<file path="src/rtl/bf_prog_loader_if.sv">
// ---------------------------------------------------------------------------
// bf_prog_loader_if
// Source byte stream feeding the Boolfuck program loader.
//   in_valid  source -> loader   byte on in_data is valid
//   in_ready  loader -> source   loader accepts the byte this cycle
//   in_data   source -> loader   ASCII source byte
//   in_last   source -> loader   marks the final byte of the source
// A byte moves when in_valid and in_ready are both high on a rising edge.
// ---------------------------------------------------------------------------
interface bf_prog_loader_if;
    logic       in_valid;
    logic       in_ready;
    logic [7:0] in_data;
    logic       in_last;

    modport master (
        output in_valid,
        output in_data,
        output in_last,
        input  in_ready
    );

    modport slave (
        input  in_valid,
        input  in_data,
        input  in_last,
        output in_ready
    );
endinterface

</file>
<file path="src/rtl/bf_prog_loader.sv">
// ---------------------------------------------------------------------------
// bf_prog_loader
// Program-load sequencer for the Boolfuck core. Translates an ASCII source
// stream into 3-bit opcodes, writes them into program memory, appends a
// halt terminator (000) and checks bracket balance and nesting depth.
// A one-cycle run pulse announces a valid program.
//
// Parameters
//   C  program address width (program memory depth 2**C)
//   S  loop-stack index width; legal nesting depth is 1 .. 2**S-1
//
// Ports
//   clk, rst_n   clock (rising edge), asynchronous active-low reset
//   start        begin a load; honoured only in IDLE, DONE or ERR
//   src          source byte stream (valid/ready handshake)
//   prg_we       program memory write strobe
//   prg_addr     program memory write address
//   prg_wdata    opcode being written
//   prg_len      opcodes written so far, excluding the terminator
//   run          one-cycle pulse: program loaded and valid
//   busy         high while loading, draining or terminating
//   done, err    load finished successfully / with an error
//   err_code     00 unclosed '[', 01 ']' underflow, 10 too deep, 11 too long
// ---------------------------------------------------------------------------
module bf_prog_loader #(
    parameter int C = 8,
    parameter int S = 6
) (
    input  logic              clk,
    input  logic              rst_n,
    input  logic              start,
    bf_prog_loader_if.slave   src,
    output logic              prg_we,
    output logic [C-1:0]      prg_addr,
    output logic [2:0]        prg_wdata,
    output logic [C-1:0]      prg_len,
    output logic              run,
    output logic              busy,
    output logic              done,
    output logic              err,
    output logic [1:0]        err_code
);

    typedef enum logic [2:0] {
        IDLE,
        LOAD,
        DRAIN,
        TERM,
        DONE,
        ERR
    } state_t;

    localparam logic [C-1:0] ADDR_MAX  = '1;
    localparam logic [S-1:0] DEPTH_MAX = '1;

    localparam logic [2:0] OP_OPEN  = 3'b110;
    localparam logic [2:0] OP_CLOSE = 3'b111;

    state_t       state;
    logic [C-1:0] addr_cnt;
    logic [S-1:0] depth;

    logic         is_op;
    logic [2:0]   opcode;
    logic         handshake;

    // Ready is a pure function of state so the source sees it without
    // waiting on anything it drives itself.
    assign src.in_ready = (state == LOAD) || (state == DRAIN);
    assign handshake    = src.in_valid && src.in_ready;

    // Character-to-opcode translation; anything unlisted is a comment.
    always_comb begin
        is_op  = 1'b1;
        opcode = 3'b000;
        case (src.in_data)
            8'h2B:   opcode = 3'b001;  // '+'
            8'h3C:   opcode = 3'b010;  // '<'
            8'h3E:   opcode = 3'b011;  // '>'
            8'h3B:   opcode = 3'b100;  // ';'
            8'h2C:   opcode = 3'b101;  // ','
            8'h5B:   opcode = 3'b110;  // '['
            8'h5D:   opcode = 3'b111;  // ']'
            default: is_op  = 1'b0;
        endcase
    end

    // Load sequencer. All outputs are registered here; prg_we and run are
    // single-cycle strobes that default low every cycle. Error checks are
    // made before any count update, so the address counter never wraps and
    // the top address is always left free for the terminator.
    always_ff @(posedge clk or negedge rst_n) begin
        if (!rst_n) begin
            state     <= IDLE;
            addr_cnt  <= '0;
            depth     <= '0;
            prg_we    <= 1'b0;
            prg_addr  <= '0;
            prg_wdata <= 3'b000;
            prg_len   <= '0;
            run       <= 1'b0;
            busy      <= 1'b0;
            done      <= 1'b0;
            err       <= 1'b0;
            err_code  <= 2'b00;
        end else begin
            prg_we <= 1'b0;
            run    <= 1'b0;
            case (state)
                IDLE, DONE, ERR: begin
                    if (start) begin
                        state    <= LOAD;
                        addr_cnt <= '0;
                        depth    <= '0;
                        prg_len  <= '0;
                        err_code <= 2'b00;
                        busy     <= 1'b1;
                        done     <= 1'b0;
                        err      <= 1'b0;
                    end
                end

                LOAD: begin
                    if (handshake) begin
                        if (is_op && (addr_cnt == ADDR_MAX ||
                                      (opcode == OP_OPEN && depth == DEPTH_MAX) ||
                                      (opcode == OP_CLOSE && depth == '0))) begin
                            // Only one error can occur per load: the next
                            // state never returns to LOAD.
                            if (addr_cnt == ADDR_MAX) begin
                                err_code <= 2'b11;
                            end else if (opcode == OP_OPEN) begin
                                err_code <= 2'b10;
                            end else begin
                                err_code <= 2'b01;
                            end
                            if (src.in_last) begin
                                state <= ERR;
                                busy  <= 1'b0;
                                err   <= 1'b1;
                            end else begin
                                state <= DRAIN;
                            end
                        end else begin
                            if (is_op) begin
                                prg_we    <= 1'b1;
                                prg_addr  <= addr_cnt;
                                prg_wdata <= opcode;
                                addr_cnt  <= addr_cnt + 1'b1;
                                prg_len   <= addr_cnt + 1'b1;
                                if (opcode == OP_OPEN) begin
                                    depth <= depth + 1'b1;
                                end else if (opcode == OP_CLOSE) begin
                                    depth <= depth - 1'b1;
                                end
                            end
                            if (src.in_last) begin
                                state <= TERM;
                            end
                        end
                    end
                end

                DRAIN: begin
                    if (handshake && src.in_last) begin
                        state <= ERR;
                        busy  <= 1'b0;
                        err   <= 1'b1;
                    end
                end

                TERM: begin
                    // The terminator always lands just after the last opcode,
                    // even when the brackets turn out to be unbalanced.
                    prg_we    <= 1'b1;
                    prg_addr  <= addr_cnt;
                    prg_wdata <= 3'b000;
                    busy      <= 1'b0;
                    if (depth == '0) begin
                        state <= DONE;
                        done  <= 1'b1;
                        run   <= 1'b1;
                    end else begin
                        state    <= ERR;
                        err      <= 1'b1;
                        err_code <= 2'b00;
                    end
                end

                default: begin
                    state <= IDLE;
                    busy  <= 1'b0;
                end
            endcase
        end
    end

endmodule

</file>
<file path="src/flat_wrapper.sv">
// flat-port wrapper written by rule: the top's interface ports become plain ports
module bf_prog_loader_flat 
#(
    parameter int C = 8,
    parameter int S = 6
)
  (clk, rst_n, start, prg_we, prg_addr, prg_wdata, prg_len, run, busy, done, err, err_code, src_in_valid, src_in_data, src_in_last, src_in_ready);
  bf_prog_loader_if src_i ();
  input  logic clk;
  input  logic rst_n;
  input  logic start;
  output logic prg_we;
  output logic [C-1:0] prg_addr;
  output logic [2:0] prg_wdata;
  output logic [C-1:0] prg_len;
  output logic run;
  output logic busy;
  output logic done;
  output logic err;
  output logic [1:0] err_code;
  input wire logic [$bits(src_i.in_valid)-1:0] src_in_valid;
  input wire logic [$bits(src_i.in_data)-1:0] src_in_data;
  input wire logic [$bits(src_i.in_last)-1:0] src_in_last;
  output wire logic [$bits(src_i.in_ready)-1:0] src_in_ready;
  assign src_i.in_valid = src_in_valid;
  assign src_i.in_data = src_in_data;
  assign src_i.in_last = src_in_last;
  assign src_in_ready = src_i.in_ready;
  bf_prog_loader #(.C(C), .S(S)) u_core (.clk(clk), .rst_n(rst_n), .start(start), .src(src_i), .prg_we(prg_we), .prg_addr(prg_addr), .prg_wdata(prg_wdata), .prg_len(prg_len), .run(run), .busy(busy), .done(done), .err(err), .err_code(err_code));
endmodule
</file>
<file path="config.mk">
export PLATFORM = sky130hd
export DESIGN_NAME = bf_prog_loader_flat
export DESIGN_NICKNAME = d
export VERILOG_FILES = /design/src/rtl/bf_prog_loader_if.sv /design/src/rtl/bf_prog_loader.sv /design/src/flat_wrapper.sv
export SDC_FILE = /design/constraint.sdc
export NUM_CORES = 1
export LEC_CHECK = 0
export CORE_UTILIZATION = 50
export DETAILED_ROUTE_END_ITERATION = 10
export PLACE_DENSITY = 0.77
export RECOVER_POWER = 50
export SYNTH_ARGS = -nofsm -noshare
export SYNTH_HDL_FRONTEND = slang
export SYNTH_SLANG_ARGS = --single-unit
</file>
<file path="constraint.sdc">
create_clock -name clk -period 5.2 [get_ports clk]
set_clock_uncertainty 0.1 [all_clocks]
set_input_delay 1.04 -clock clk [delete_from_list [all_inputs] [get_ports clk]]
set_output_delay 1.04 -clock clk [all_outputs]
set_load 0.05 [all_outputs]
</file>
# Word-level counts from Yosys, hierarchy flattened
# Index checks and enable logic that the tools add are counted.
[op_classes]
addsub = 3
eq_ne = 27
n_mux = 58
reduce_logical = 25
[ops]
columns = ["operator", "n"]
rows = [
  ["two-way mux 8 bit", 7],
  ["== test 8 x 6 -> 1 bit (second input constant)", 5],
  ["two-way mux 6 bit", 6],
  ["case mux 8 bit (2 select lines)", 2],
  ["two-way mux 3 bit", 9],
  ["case mux 3 bit (7 select lines)", 1],
  ["two-way mux 1 bit", 19],
  ["== test 8 x 7 -> 1 bit (second input constant)", 2],
  ["AND reduction 5 bit", 3],
  ["== test 3 bit (second input constant)", 4],
  ["two-way mux 2 bit", 6],
  ["inequality test 2 bit (second input constant)", 6],
  ["case mux 3 bit (4 select lines)", 1],
  ["case mux 6 bit (2 select lines)", 1],
  ["adder 8 x 1 -> 8 bit (second input constant)", 1],
  ["== test 8 bit (second input constant)", 1],
  ["AND reduction 4 bit", 2],
  ["AND reduction 7 bit", 1],
  ["OR reduction 7 bit", 1],
  ["adder 6 x 1 -> 6 bit (second input constant)", 1],
  ["== test 3 x 2 -> 1 bit (second input constant)", 2],
  ["== test 6 bit (second input constant)", 1],
  ["logical NOT 6 bit", 1],
  ["inequality test 2 x 1 -> 1 bit (second input constant)", 3],
  ["17 further kinds", 27],
]
[word_totals]
regBits = 35
input_bits = 13
out_inout_bits = 27
wordCells = 124

# Longest topological paths before layout
# Gate-level depths: netlist (run 1).
[logic_depth]
ltp_word = 10
depth_mapped = 11
ltp_nobuf = 10

# Least setup slack after synthesis (run 1)
# No wires, ideal clock.
[synth_timing]
path_kind = "input to register"
from = "in src_in_data[4]"
to = "reg u_core.depth[5]"
setup_ns = 0.121
t_arrival_ns = 3.013
t_required_ns = 4.979
slack_ns = 1.966
path_stages = 10
path_buffers = 1
path_cell_list = "buf_2 -> nand3b_1 -> or3_1 -> ha_1 -> a211oi_1 -> o21bai_1 -> a21oi_1 -> xnor2_1 -> a22o_1 -> a22o_1"
[synth_via]
elab_chain_cells = 9
elab_cells_between_ends = 26
classes_between = "12 x eq/ne; 7 x mux; 7 x reduce/logical"
[synth_lines]
columns = ["element", "line_no", "text"]
rows = [
  ["start, declared", "flat_wrapper.sv:22", "input wire logic [$bits(src_i.in_data)-1:0] src_in_data;"],
  ["== test 8 x 7 -> 1 bit or == test 8 x 6 -> 1 bit (tied branches)", "bf_prog_loader.sv:76", "case (src.in_data)"],
  ["case mux 3 bit (7 select lines)", "bf_prog_loader.sv:76", ""],
  ["== test 3 bit", "bf_prog_loader.sv:126, bf_prog_loader.sv:151", ""],
  ["logical AND 1 bit", "bf_prog_loader.sv:126", "(opcode == OP_OPEN && depth == DEPTH_MAX) ||"],
  ["logical OR 1 bit", "bf_prog_loader.sv:125", "if (is_op && (addr_cnt == ADDR_MAX ||"],
  ["logical OR 1 bit", "bf_prog_loader.sv:126", ""],
  ["logical AND 1 bit", "bf_prog_loader.sv:125", ""],
  ["inequality test 2 bit (no source line)", "n/a", ""],
  ["AND reduction 6 bit (no source line)", "n/a", ""],
  ["end signal, assigned", "bf_prog_loader.sv:152", "depth <= depth + 1'b1;"],
  ["end signal, assigned", "bf_prog_loader.sv:154", "depth <= depth - 1'b1;"],
  ["end, declared", "bf_prog_loader.sv:61", "logic [S-1:0] depth;"],
]
# Parallel ways exist; a longest one is shown, timed or not. The select of a mux whose other input is x is not followed.
# A chain may end at the register's enable or synchronous reset.

# Final worst setup path (run 1)
# Same ends and word-level chain as after synthesis.

==> flow_results.org, run 1 <==
** Timing
- Maximum achievable frequency :: around 0.27 GHz
- Final Max Slew Viols :: 36
- Number of endpoints with negative hold slack in the final report :: 0
- Final TNS setup :: 0 ns
- Setup repair after global routing left no endpoint under its margin.
- For the pin with the worst max-slew slack, the measured transition is around 1.9 ns.
- After layout, the worst setup slack is 1.47 ns.
- The worst path uses 71.7% of the clock period.
- Setup violations remaining at the end of the flow were counted as 0.
- Headroom to the max-slew limit :: -27.4%
- Subtracting the final worst setup slack from the clock period gives between 3 and 4 ns.

** Clock tree
- Count of instances resized after the clock tree is built :: 0
- TritonCTS built the clock tree.
- Buffers added to address setup during post-CTS repair amount to 0.
- In this run the number of H-tree levels came out at 2.
- At the later pin of the worst-skew pair, clock insertion delay measures 0.29 ns.
- Maximum buffer depth of the clock tree :: 2
- Hold repair after CTS inserted 0 buffers.
- Total clock buffers created by CTS :: 5
- The root buffer cell chosen for the clock tree is sky130_fd_sc_hd__clkbuf_8.
- Clock tree synthesis found a total of 35 sinks.
- After clock tree synthesis, the clock-pin slew on the worst setup and hold paths is about 0.060 ns.

** Place
- Port buffer count :: 39
- At the end of routability-driven placement, the weighted congestion stood at between 0.8 and 0.9.
- Before CTS, the worst setup slack after placement is around 1.2 ns.
- Detailed Place HPWL :: about 3500 µm

** Worst setup path
- Kind of cell adding the most delay to the critical path :: compound AO/OA/AOI/OAI gates
- Together, buffers and inverters on the worst path number 1.
- Capturing element type of the critical path :: register
- By startpoint and endpoint, the worst setup path is classified as in2reg.
- The signal on the critical path passes through clkdlybuf4s50_1 -> nand3b_1 -> or3_1 -> ha_1 -> a211oi_1 -> o21bai_1 -> a21oi_1 -> xnor2_1 -> a22o_1 -> a22o_1.
- Critical-path cell with the highest stage delay :: sky130_fd_sc_hd__clkdlybuf4s50_1
- In this design, the critical path's most frequently occurring cell is sky130_fd_sc_hd__a22o_1.
- The worst setup path is launched from an input port.
- Data arrives at the worst endpoint at roughly 3.8 ns.
- Worst path required time :: 5.27 ns
- For this run, the slowest stage of the critical path takes ~0.67 ns.
- Critical Path Fanout Max :: 11

** Synthesis
- Summed over its instances, the top area cell type makes up between 40% and 50% of the synthesized netlist area.
- The mapped netlist covers 2160 µm².
- Among all flip-flop cells after synthesis, the most frequent one is sky130_fd_sc_hd__dfrtp_1.
- The number of nets in the synthesized netlist is around 240.
- The synthesized netlist contains 60 unique library cells.
- Of all flip-flops after synthesis, the portion carrying an async set or reset was 100%.
- Biggest area consumer among synthesized cells :: sky130_fd_sc_hd__dfrtp_1
- Fraction of the yosys area taken by sequential cells :: 40.6%
- A synthesized cell averages between 9 and 10 µm².
- Register bit count reported by yosys :: 35
- For this run, the number of Yosys warnings is 0.
- By area the synthesized netlist is led by sky130_fd_sc_hd__dfrtp_1 (41%), sky130_fd_sc_hd__mux2_4 (5.6%), sky130_fd_sc_hd__nand2_1 (3.8%).
- Count of flip-flops with a built-in enable after synthesis :: 0
- Cell count after synthesis :: approximately 220

** Global routing
- The initial antenna violation count came to 0.
- The first global-routing pass estimated between 8000 and 9000 µm of wire.
- Entering global routing, the biggest net connects 36 pins.
- Vias in the first global route :: approximately 1700
- After global routing the overflow that remains totals 0.
- Overall Global Routing Usage :: 23.9%

** Drt
- The detailed router placed between 1500 and 2000 vias in this run.
- Dividing the detail-routed wire length by the instance count gives between 15 and 20 µm.
- Via-per-instance ratio :: between 5 and 6
- The count of nets left with antenna violations once routing finished came out at 0.
- Final routed DRC violation total :: 0
- The first detailed-routing pass took 4 iterations.
- Final routed wirelength across all metal layers :: roughly 5000 µm
- Number of design-rule violations left by the first detailed-router iteration :: about 140

** Final layout
- Number of diodes :: 0
- Number of filler cells placed in the layout :: about 340
- After the last flow step, the layout net total stands at between 200 and 300.
- Relative to the synthesized area, the layout overhead comes to 25.3%.
- The post-route netlist has between 10% and 20% of its cells at a drive strength greater than 1.

** Die
- Number of top-level design ports :: 40
- Once the floorplan was initialized, standard cells occupied around 53% of the core.
- Full die area :: roughly 4600 µm²
- Die Span X :: between 60 and 70 µm
- In this run the core area contains 23 standard-cell rows.
- The die is approximately 68 µm tall.
- Core area :: between 4000 and 5000 µm²

** Power
- Maximum vdd ir drop :: between 300 and 400 µV
- In this run the power density over the cells is ~500 nW/µm².
- Total power for the finished layout comes to approximately 1.3 mW.
- Leak pwr :: 1.23 nW

** Run status
- The checks that failed: capacitance limit, slew limit.
- The flow ran to the end, but the final reports show violations.

** Min path
- The path class of the tightest hold or removal check is reg2reg.

** Job
- Max cap viols :: 1
## power by group
part	leakage [nW]	internal [mW]	switching, mW
Combinational	0.700	0.250	0.410
Clock	0.0612	0.155	0.0997
Sequential	0.468	0.336	0.0700
Total	1.23	0.741	0.579
## layout make-up
| cell class | count | area (µm²) | share of cell area, % |
|---|---|---|---|
| Clock buffer | 6 | 82.6 | 3.05 |
| Clock inverter | 2 | 35.0 | 1.30 |
| Inverter | 6 | 22.5 | 0.833 |
| Multi-Input combinational cell | 171 | 1220 | 45.3 |
| Sequential cell | 35 | 876 | 32.4 |
| Tap cell | 50 | 62.6 | 2.31 |
| Timing Repair Buffer | 41 | 402 | 14.9 |
## synth_stat cells (all sizes together), types with 5 or more instances
cell type and n:
dfrtp 35, nand2 22, nor2 17, mux2 11
a21oi 10, o21ai 9, a21o 6, a31oi 6
inv 6, nand3 6, nand4 6, nor3 6
ha 5
## path summary, 6_finish.rpt
| path | startpoint | endpoint | slack (ns) | cells past startpoint |
|---|---|---|---|---|
| max | src_in_data[4] | u_core.depth[5] | 1.47 | 10 |
| min | u_core.done | u_core.done | 0.41 | 1 |
| max reg2reg | u_core.state[2] | u_core.prg_addr[3] | 2.42 | 7 |
| min reg2reg | u_core.done | u_core.done | 0.41 | 1 |
| max in group asynchronous | rst_n | u_core.addr_cnt[7] | 2.17 | 2 |
| min in group asynchronous | rst_n | u_core.depth[3] | 1.73 | 2 |
## layer usage
metal / wire (µm) / vias up / global-route usage, %
li1: - / 903 / -
met3: 227 / 5 / 3.72
met5: 0 / - / 0
met2: 2220 / 52 / 37.3
met4: 47 / 0 / 8.51
met1: 2400 / 878 / 33.2
## through the flow
| stage | area (µm²) | instances | hold slack [ns] | utilization [%] |
|---|---|---|---|---|
| after floorplan | 2160 | 219 | 0.411 | - |
| after global placement | 2590 | 303 | 0.368 | 63.8 |
| after detailed placement | 2590 | 303 | 0.397 | 63.8 |
| after CTS | 2710 | 311 | 0.413 | 66.7 |
| after global routing | 2700 | 311 | 0.413 | 66.6 |
| final | 2700 | 311 | 0.408 | 66.6 |
## state kept, by name, summed over array words and instances, names as in the netlist
register and flops:
u_core.addr_cnt 8, u_core.busy 1, u_core.depth 6, u_core.done 1
u_core.err 1, u_core.err_code 2, u_core.prg_addr 8, u_core.prg_wdata 3
u_core.prg_we 1, u_core.run 1, u_core.state 3
## cell families after synthesis
kind of cell	count (synthesis)	share of synthesized area (%)
buf+inv	13	2.67
compound gates	55	18.7
simple gates	91	23.7
xor+xnor	6	2.44
flops	35	40.6
mux	13	8.06
fa+ha+maj	6	3.83
## placed cells by master, fill, tap and decap left out, types with 3 or more instances in the layout
| cell type | n |
|---|---|
| sky130_fd_sc_hd__dfrtp_1 | 35 |
| sky130_fd_sc_hd__and2_1 | 3 |
| sky130_fd_sc_hd__clkdlybuf4s50_1 | 26 |
| sky130_fd_sc_hd__xnor2_1 | 3 |
| sky130_fd_sc_hd__nand3_1 | 6 |
| sky130_fd_sc_hd__a31o_2 | 3 |
| sky130_fd_sc_hd__nand2_1 | 22 |
| sky130_fd_sc_hd__a21o_1 | 6 |
| sky130_fd_sc_hd__nor2_1 | 17 |
| sky130_fd_sc_hd__nor3_1 | 6 |
| sky130_fd_sc_hd__and4b_1 | 3 |
| sky130_fd_sc_hd__clkbuf_8 | 6 |
| sky130_fd_sc_hd__inv_1 | 6 |
| sky130_fd_sc_hd__mux2_4 | 8 |
| sky130_fd_sc_hd__xor2_1 | 3 |
| sky130_fd_sc_hd__nand3b_1 | 3 |
| sky130_fd_sc_hd__nand4_1 | 6 |
| sky130_fd_sc_hd__ha_1 | 5 |
| sky130_fd_sc_hd__nand2b_1 | 4 |
| sky130_fd_sc_hd__dlygate4sd3_1 | 13 |
| sky130_fd_sc_hd__a21oi_1 | 10 |
| sky130_fd_sc_hd__mux2_2 | 3 |
| sky130_fd_sc_hd__and2b_1 | 3 |
| sky130_fd_sc_hd__a31oi_1 | 6 |
| sky130_fd_sc_hd__o21ai_0 | 8 |
Note: power is estimated with default switching activity, not from simulation.
==> run 2: changes to the inputs <==
- clock period: 5.2 -> 3.6 ns (I/O delays scaled with it)
==> run 2 against run 1 <==
  * The flow still finishes with violations (capacitance limit, slew limit)
  * Sequential power up 44%
  * Die area unchanged
  * Setup slack worse by 1.1 ns
  * Combinational power up 46%
  * Via count up 3.2%
  * Sequential share of layout area down 0.39 points
  * First-iteration DRC count up 10%
  * Non-clock buffer count up 5
  * Utilization up 0.80 points
  * Cell count up 1.6%
  * Register-to-register slack worse by 1.5 ns
==> flow_results.org, run 2 (synthesis results as in run 1) <==
** Run status
- Status: finished, violations left (unchanged).
- Failing checks: capacitance limit, slew limit (unchanged).

** Power
- Cell Pwr Density :: 695 nW/µm² (was 488 nW/µm²)
- The largest voltage drop on the vdd net is 694 µV (was 385 µV).
- The leakage dissipation was 1.25 nW (was 1.23 nW).
- Post-layout power :: 1.90 mW (was 1.32 mW)

** Timing
- The final total negative setup slack came to 0 ns (unchanged).
- The setup slack of the critical path after layout was 0.334 ns (was 1.47 ns).
- The final-layout worst hold slack is 0.385 ns (was 0.408 ns).
- The hold violation total from the final report was 0 (unchanged).
- The max-slew violation count was 36 (unchanged).
- Maximum achievable frequency :: slightly above 0.3 GHz
- The transition time at the pin with the least slew margin was 1.86 ns (was 1.91 ns).
- Unrepaired setup endpoints after global routing :: no (unchanged)
- The worst slew margin relative to its limit is -24.0% (was -27.4%).
- Post-route fraction of the period consumed by the critical path :: 90.7%
- Clock period minus final worst setup slack :: approximately 3.3 ns
- Setup Viol. Count Final :: 0 (unchanged)

** Global routing
- The wire length of the first global-routing pass is 8190 µm (was 8110 µm).
- Congestion Overflow GR :: 0 (unchanged)
- The total global-route track usage came to 24.2% (was 23.9%).
- Antenna violations before repair :: 0 (unchanged)
- Maximum number of pins on one net before global-route repair :: 36 (unchanged)
- Vias in the first global route :: 1755 (was 1745)

** Drt
- Routed WL per cell :: 15.3 µm (was 15.7 µm)
- Antenna-violating nets left :: 0 (unchanged)
- Total number of vias :: 1896 (was 1838)
- The detailed-route wire length came to 4820 µm (was 4890 µm).
- The remaining routing DRC violations is 0 (unchanged).
- The via count normalized by instance count came to 6.00 (was 5.91).
- The detailed router's first-iteration violation count is 153 (was 139).
- The number of iterations in the first detailed-routing pass was 4 (unchanged).

** Clock tree
- The maximum number of buffers from clock root to sink is 2 (unchanged).
- Total clock buffers created by CTS :: 5 (unchanged)
- The post-CTS setup buffer count is 0 (unchanged).
- The depth of the CTS H-tree is 2 (unchanged).
- The number of buffers added to fix hold violations after cts is 0 (unchanged).
- The clock network latency to the later pin of the worst-skew pair was 0.29 ns (about the same).
- The clock root buffer master was sky130_fd_sc_hd__clkbuf_8 (unchanged).
- The clock transition at the registers of the reported paths is 0.07 ns (was 0.06 ns).
- The TritonCTS clock tree is done (unchanged).
- The post-CTS resize count is 0 (unchanged).
- Number of clock sinks :: 35 (unchanged)

** Die
- The floorplan row count was 23 (unchanged).
- The starting density of the core was 53.2% (unchanged).
- The top-level port count was 40 (unchanged).
- The core region area is 4060 µm² (unchanged).
- Overall die height :: 67.7 µm (unchanged)
- Full die area :: 4580 µm² (unchanged)
- Die Span X :: 67.7 µm (unchanged)

** Final layout
- Post-Route Utilization :: 67.4% (was 66.6%)
- The leading cell type in the layout, fill and taps excluded is sky130_fd_sc_hd__dfrtp_1 (unchanged).
- Number of diodes :: 0 (unchanged)
- The number of fillers in the final layout is 315 (was 342).
- Biggest regs: u_core.addr_cnt (8), u_core.prg_addr (8), u_core.depth (6) (unchanged).
- Share of post-route cells with drive strength above 1 :: 12.4% (was 10.7%)
- The number of nets in the final layout came to 284 (was 279).
- The combined area of the multi-input logic cells is 1220 µm² (unchanged).
- The area used by sequential logic in the layout was 876 µm² (unchanged).
- Area grow syn2layout :: 26.9% (was 25.3%)
- Commonest cells after routing, fill and taps aside: sky130_fd_sc_hd__dfrtp_1 (35), sky130_fd_sc_hd__clkdlybuf4s50_1 (26), sky130_fd_sc_hd__nand2_1 (22) (unchanged).

** Place
- The number of buffer cells added on primary ports came to 39 (unchanged).
- RD Place Congestion :: 0.858 (was 0.841)
- The worst-case setup slack after placement came to 0.0532 ns (was 1.22 ns).
- The total half-perimeter wirelength after legalization and detailed placement came to 3600 µm (was 3530 µm).

** Worst setup path
- Worst path required time :: 3.68 ns (was 5.27 ns)
- The register-to-register path setup slack came to 0.88 ns (was 2.42 ns).
- The critical path class is in2reg (unchanged).
- Data arrival, critical path :: 3.35 ns (was 3.80 ns)
- Critical Path Fanout Max :: 8 (was 11)
- The nature of the critical path endpoint is a register (unchanged).
- The critical path startpoint category was an input port (unchanged).

** Job
- The total of max-cap violations was 1 (unchanged).

** Min path
- The path class of the lowest-slack min-delay path is reg2reg (unchanged).
==> run 2: cell count changes in the layout (fill, tap and decap cells not counted) <==
cell / previous run / this run
sky130_fd_sc_hd__clkinv_4: 0 / 1
sky130_fd_sc_hd__clkbuf_8: 6 / 5
sky130_fd_sc_hd__buf_4: 1 / 6
==> run 2: layout make-up <==
cell class | instances | area share (%)
clock buffers | 5 | 2.51
clock inverters | 3 | 1.60
inverters | 6 | 0.823
multi-input cells | 171 | 44.7
flip-flops and latches | 35 | 32.0
well taps | 50 | 2.29
repair buffers | 46 | 16.0
==> run 2: final timing paths <==
kind,cells past startpoint,endpoint,start
max,10,u_core.depth[5],src_in_data[5]
min,1,u_core.done,u_core.done
max reg2reg,6,u_core.depth[2],u_core.state[2]
min reg2reg,1,u_core.done,u_core.done
max in group asynchronous,2,u_core.addr_cnt[1],rst_n
min in group asynchronous,2,u_core.addr_cnt[5],rst_n
==> run 2: per-stage QoR <==
stage,instance area [µm²],std cells
2_1_floorplan,2160,219
3_3_place_gp,2630,308
3_5_place_dp,2630,308
4_1_cts,2740,316
5_1_grt,2740,316
6_report,2740,316
==> run 2: worst max-delay path: stages <==
cell	delay (ns)
sky130_fd_sc_hd__clkdlybuf4s50_1	0.50
sky130_fd_sc_hd__nand2b_1	0.20
sky130_fd_sc_hd__or3_1	0.48
sky130_fd_sc_hd__ha_1	0.33
sky130_fd_sc_hd__a211oi_1	0.31
sky130_fd_sc_hd__o21bai_1	0.12
sky130_fd_sc_hd__a21oi_1	0.18
sky130_fd_sc_hd__xnor2_1	0.10
sky130_fd_sc_hd__a22o_1	0.18
sky130_fd_sc_hd__a22o_1	0.22
==> run 2: power breakdown <==
part | switching, mW | total, mW | internal [mW]
logic | 0.596 | 0.962 | 0.365
registers | 0.101 | 0.586 | 0.485
clock network | 0.149 | 0.355 | 0.206
==> run 2: layer usage <==
metal / vias to the layer above / global-route usage [%] / routed length [µm]
li1: 913 / - / -
met1: 920 / 31.6 / 2330
met2: 56 / 40.1 / 2220
met3: 7 / 4.22 / 212
met4: 0 / 7.71 / 57
met5: - / 0 / 0
==> run 3: changes to the inputs <==
- CORE_UTILIZATION: 50 -> 30
- CTS_CLUSTER_DIAMETER: unset -> 120
- PLACE_DENSITY: 0.77 -> unset
- SKIP_LAST_GASP: unset -> 1
==> run 3 against run 2 <==
  * The run still ends with capacitance limit, slew limit left
  * Largest cell class unchanged
  * Critical path type unchanged
  * Sequential share of layout area down 0.80 points
  * Global-route usage down 9.6 points
  * Non-clock buffer count up 1
  * Critical endpoint unchanged
  * Clock power up 3%
  * Setup slack better by 0.046 ns
==> flow_results.org, run 3 (synthesis results as in run 1) <==
** Place
- RD Place Congestion :: 0.852 (was 0.858)
- Placed Cells incl. Taps :: 355 (was 308)
- The number of buffer cells added on primary ports was 39 (unchanged).
- The total half-perimeter wirelength after legalization and detailed placement is 3730 µm (was 3600 µm).

** Worst setup path
- The largest fanout of any net on the critical path came to 6 (was 8).
- The nature of the critical path endpoint is a register (unchanged).
- Data arrival, critical path :: 3.30 ns (was 3.35 ns)
- The worst endpoint required time was 3.68 ns (about the same).
- The critical-path cell with the highest stage delay is sky130_fd_sc_hd__clkdlybuf4s50_1 (unchanged).
- Launching element type of the critical path :: input port (unchanged)
- Cell type with the highest occurrence count on the critical path :: sky130_fd_sc_hd__a22o_1 (unchanged)
- Cells traversed along the worst timing path :: clkdlybuf4s50_1 -> nand3b_1 -> or3_1 -> ha_1 -> a211oi_1 -> o21bai_1 -> a21oi_1 -> xnor2_1 -> a22o_1 -> a22o_1 (was clkdlybuf4s50_1 -> nand2b_1 -> or3_1 -> ha_1 -> a211oi_1 -> o21bai_1 -> a21oi_1 -> xnor2_1 -> a22o_1 -> a22o_1)
- The critical path class was in2reg (unchanged).
- The biggest cell delay along the critical path was 0.48 ns (was 0.50 ns).

** Global routing
- The remaining global-route overflow is 0 (unchanged).
- Maximum number of pins on one net before global-route repair :: 36 (unchanged)
- The via count of the first global-routing pass is 1734 (was 1755).
- The total global-route track usage is 14.6% (was 24.2%).
- First-pass GRT wire length :: 8690 µm (was 8190 µm)
- Antenna violations before repair :: 0 (unchanged)

** Final layout
- The area overhead of the layout relative to synthesis was 30.1% (was 26.9%).
- The share of cells above drive strength 1 was 12.7% (was 12.4%).
- The diode insertion count for antenna repair came to 0 (unchanged).
- The final core utilization is 40.9% (was 67.4%).
- Biggest regs: u_core.addr_cnt (8), u_core.prg_addr (8), u_core.depth (6) (unchanged).
- The leading cell type in the layout, fill and taps excluded is sky130_fd_sc_hd__dfrtp_1 (unchanged).
- The number of nets in the final layout was 285 (was 284).
- The number of fillers in the final layout came to 698 (was 315).
- Filler-free cell count of the finished design :: 363 (was 316)
- Commonest cells after routing, fill and taps aside :: sky130_fd_sc_hd__dfrtp_1 (35), sky130_fd_sc_hd__clkdlybuf4s50_1 (26), sky130_fd_sc_hd__nand2_1 (22) (unchanged)

** Job
- Max cap viols :: 1 (unchanged)

** Die
- The floorplan row count came to 30 (was 23).
- Overall die height :: 86.8 µm (was 67.7 µm)
- The horizontal extent of the die came to 86.8 µm (was 67.7 µm).
- Initial Utilization :: 31.4% (was 53.2%)
- Core area :: 6870 µm² (was 4060 µm²)
- Number of top-level design ports :: 40 (unchanged)
- The area enclosed by the die boundary came to 7530 µm² (was 4580 µm²).

** Min path
- The path class of the lowest-slack min-delay path is reg2reg (unchanged).

** Timing
- Final TNS setup :: 0 ns (unchanged)
- The transition time at the pin with the least slew margin was 1.92 ns (was 1.86 ns).
- Number of endpoints with negative hold slack in the final report :: 0 (unchanged)
- Final Max Slew Viols :: 36 (unchanged)
- Unrepaired setup endpoints after global routing :: no (unchanged)
- Maximum achievable frequency :: 0.311 GHz (was 0.306 GHz)
- The setup-violating endpoint count in the final report was 0 (unchanged).
- Post-route fraction of the period consumed by the critical path :: 89.5% (was 90.7%)
- The worst slew margin relative to its limit is -27.7% (was -24.0%).
- Clock period minus final worst setup slack :: 3.22 ns (was 3.27 ns)

** Drt
- The via count was 1846 (was 1896).
- Final routed wirelength across all metal layers :: 5020 µm (was 4820 µm)
- Via-per-instance ratio :: 5.09 (was 6.00)
- The remaining antenna violation count is 0 (unchanged).
- Number of design-rule violations left by the first detailed-router iteration :: 119 (was 153)
- Detailed-router iteration count before antenna repair :: 4 (unchanged)
- The detail-routed net length per standard cell came to 13.8 µm (was 15.3 µm).
- The remaining routing DRC violations is 0 (unchanged).

** Clock tree
- The post-CTS resize count came to 0 (unchanged).
- The TritonCTS clock tree is done (unchanged).
- Htree depth :: 2 (unchanged)
- Postcts setup bufs :: 0 (unchanged)
- Clock transition at the registers of the reported paths :: 0.07 ns (about the same)
- The maximum number of buffers from clock root to sink was 2 (unchanged).
- Buffer cell driving the clock tree root :: sky130_fd_sc_hd__clkbuf_8 (unchanged)
- Number of clock sinks :: 35 (unchanged)
- The clock network latency to the later pin of the worst-skew pair was 0.29 ns (about the same).
- Total clock buffers created by CTS :: 5 (unchanged)
- The number of buffers added to fix hold violations after cts was 0 (unchanged).

** Power
- Cell Pwr Density :: 679 nW/µm² (was 695 nW/µm²)
- Leak pwr :: 1.26 nW (was 1.25 nW)
- The total power of the final layout was 1.91 mW (was 1.90 mW).
- The largest voltage drop on the vdd net is 372 µV (was 694 µV).

** Run status
- Status :: finished, violations left (unchanged)
- Failing checks :: capacitance limit, slew limit (unchanged)
run 3: cell count changes in the layout (fill, tap and decap cells not counted):
cell	before	now
sky130_fd_sc_hd__buf_4	6	7
sky130_fd_sc_hd__clkbuf_8	5	6
sky130_fd_sc_hd__clkinv_4	1	0
run 3: through the flow:
step                      setup slack (ns)  cell area, µm²  hold WS (ns)
after CTS                            0.400            2810         0.395
after detailed placement            0.0966            2690         0.378
after floorplan                      0.686            2160         0.324
after global placement               0.168            2690         0.377
final                                0.380            2810         0.380
after global routing                 0.204            2810         0.417
run 3: final timing paths:
kind	startpoint	slack [ns]	depth (start not counted)	end
min in group asynchronous	rst_n	1.40	2	u_core.run
worst max register to register	u_core.state[2]	0.92	6	u_core.depth[4]
worst max-delay path	src_in_data[2]	0.38	10	u_core.depth[5]
worst min register to register	u_core.done	0.38	1	u_core.done
max in group asynchronous	rst_n	0.90	2	u_core.state[0]
worst min-delay path	u_core.done	0.38	1	u_core.done
run 3: layout make-up:
class / count / area, µm² / area share, %
clock buffers: 6 / 82.6 / 2.94
clock inverters: 2 / 35.0 / 1.25
inverters: 6 / 22.5 / 0.802
multi-input cells: 171 / 1220 / 43.6
flip-flops and latches: 35 / 876 / 31.2
well taps: 96 / 120 / 4.28
repair buffers: 47 / 447 / 15.9
run 3: routing by layer:
layer | vias to the layer above | part of all wire (%) | GRT usage, %
met5 | - | 0 | 0
met4 | 0 | 0.50 | 3.64
met3 | 4 | 5.4 | 2.95
met2 | 48 | 46 | 23.1
met1 | 875 | 48 | 20.3
li1 | 919 | - | -
run 3: power by group:
| part | switching, mW | total (mW) | internal, mW |
|---|---|---|---|
| clock | 0.143 | 0.367 | 0.224 |
| combinational | 0.590 | 0.953 | 0.363 |
| sequential | 0.101 | 0.586 | 0.485 |
| total | 0.834 | 1.91 | 1.07 |
run 3: critical path: cells and delay by family:
family / cells / cell delay (ns)
fa+ha+maj: 1 / 0.33
compound gates: 5 / 0.99
simple gates: 2 / 0.67
xor+xnor: 1 / 0.10
buf+inv: 1 / 0.48
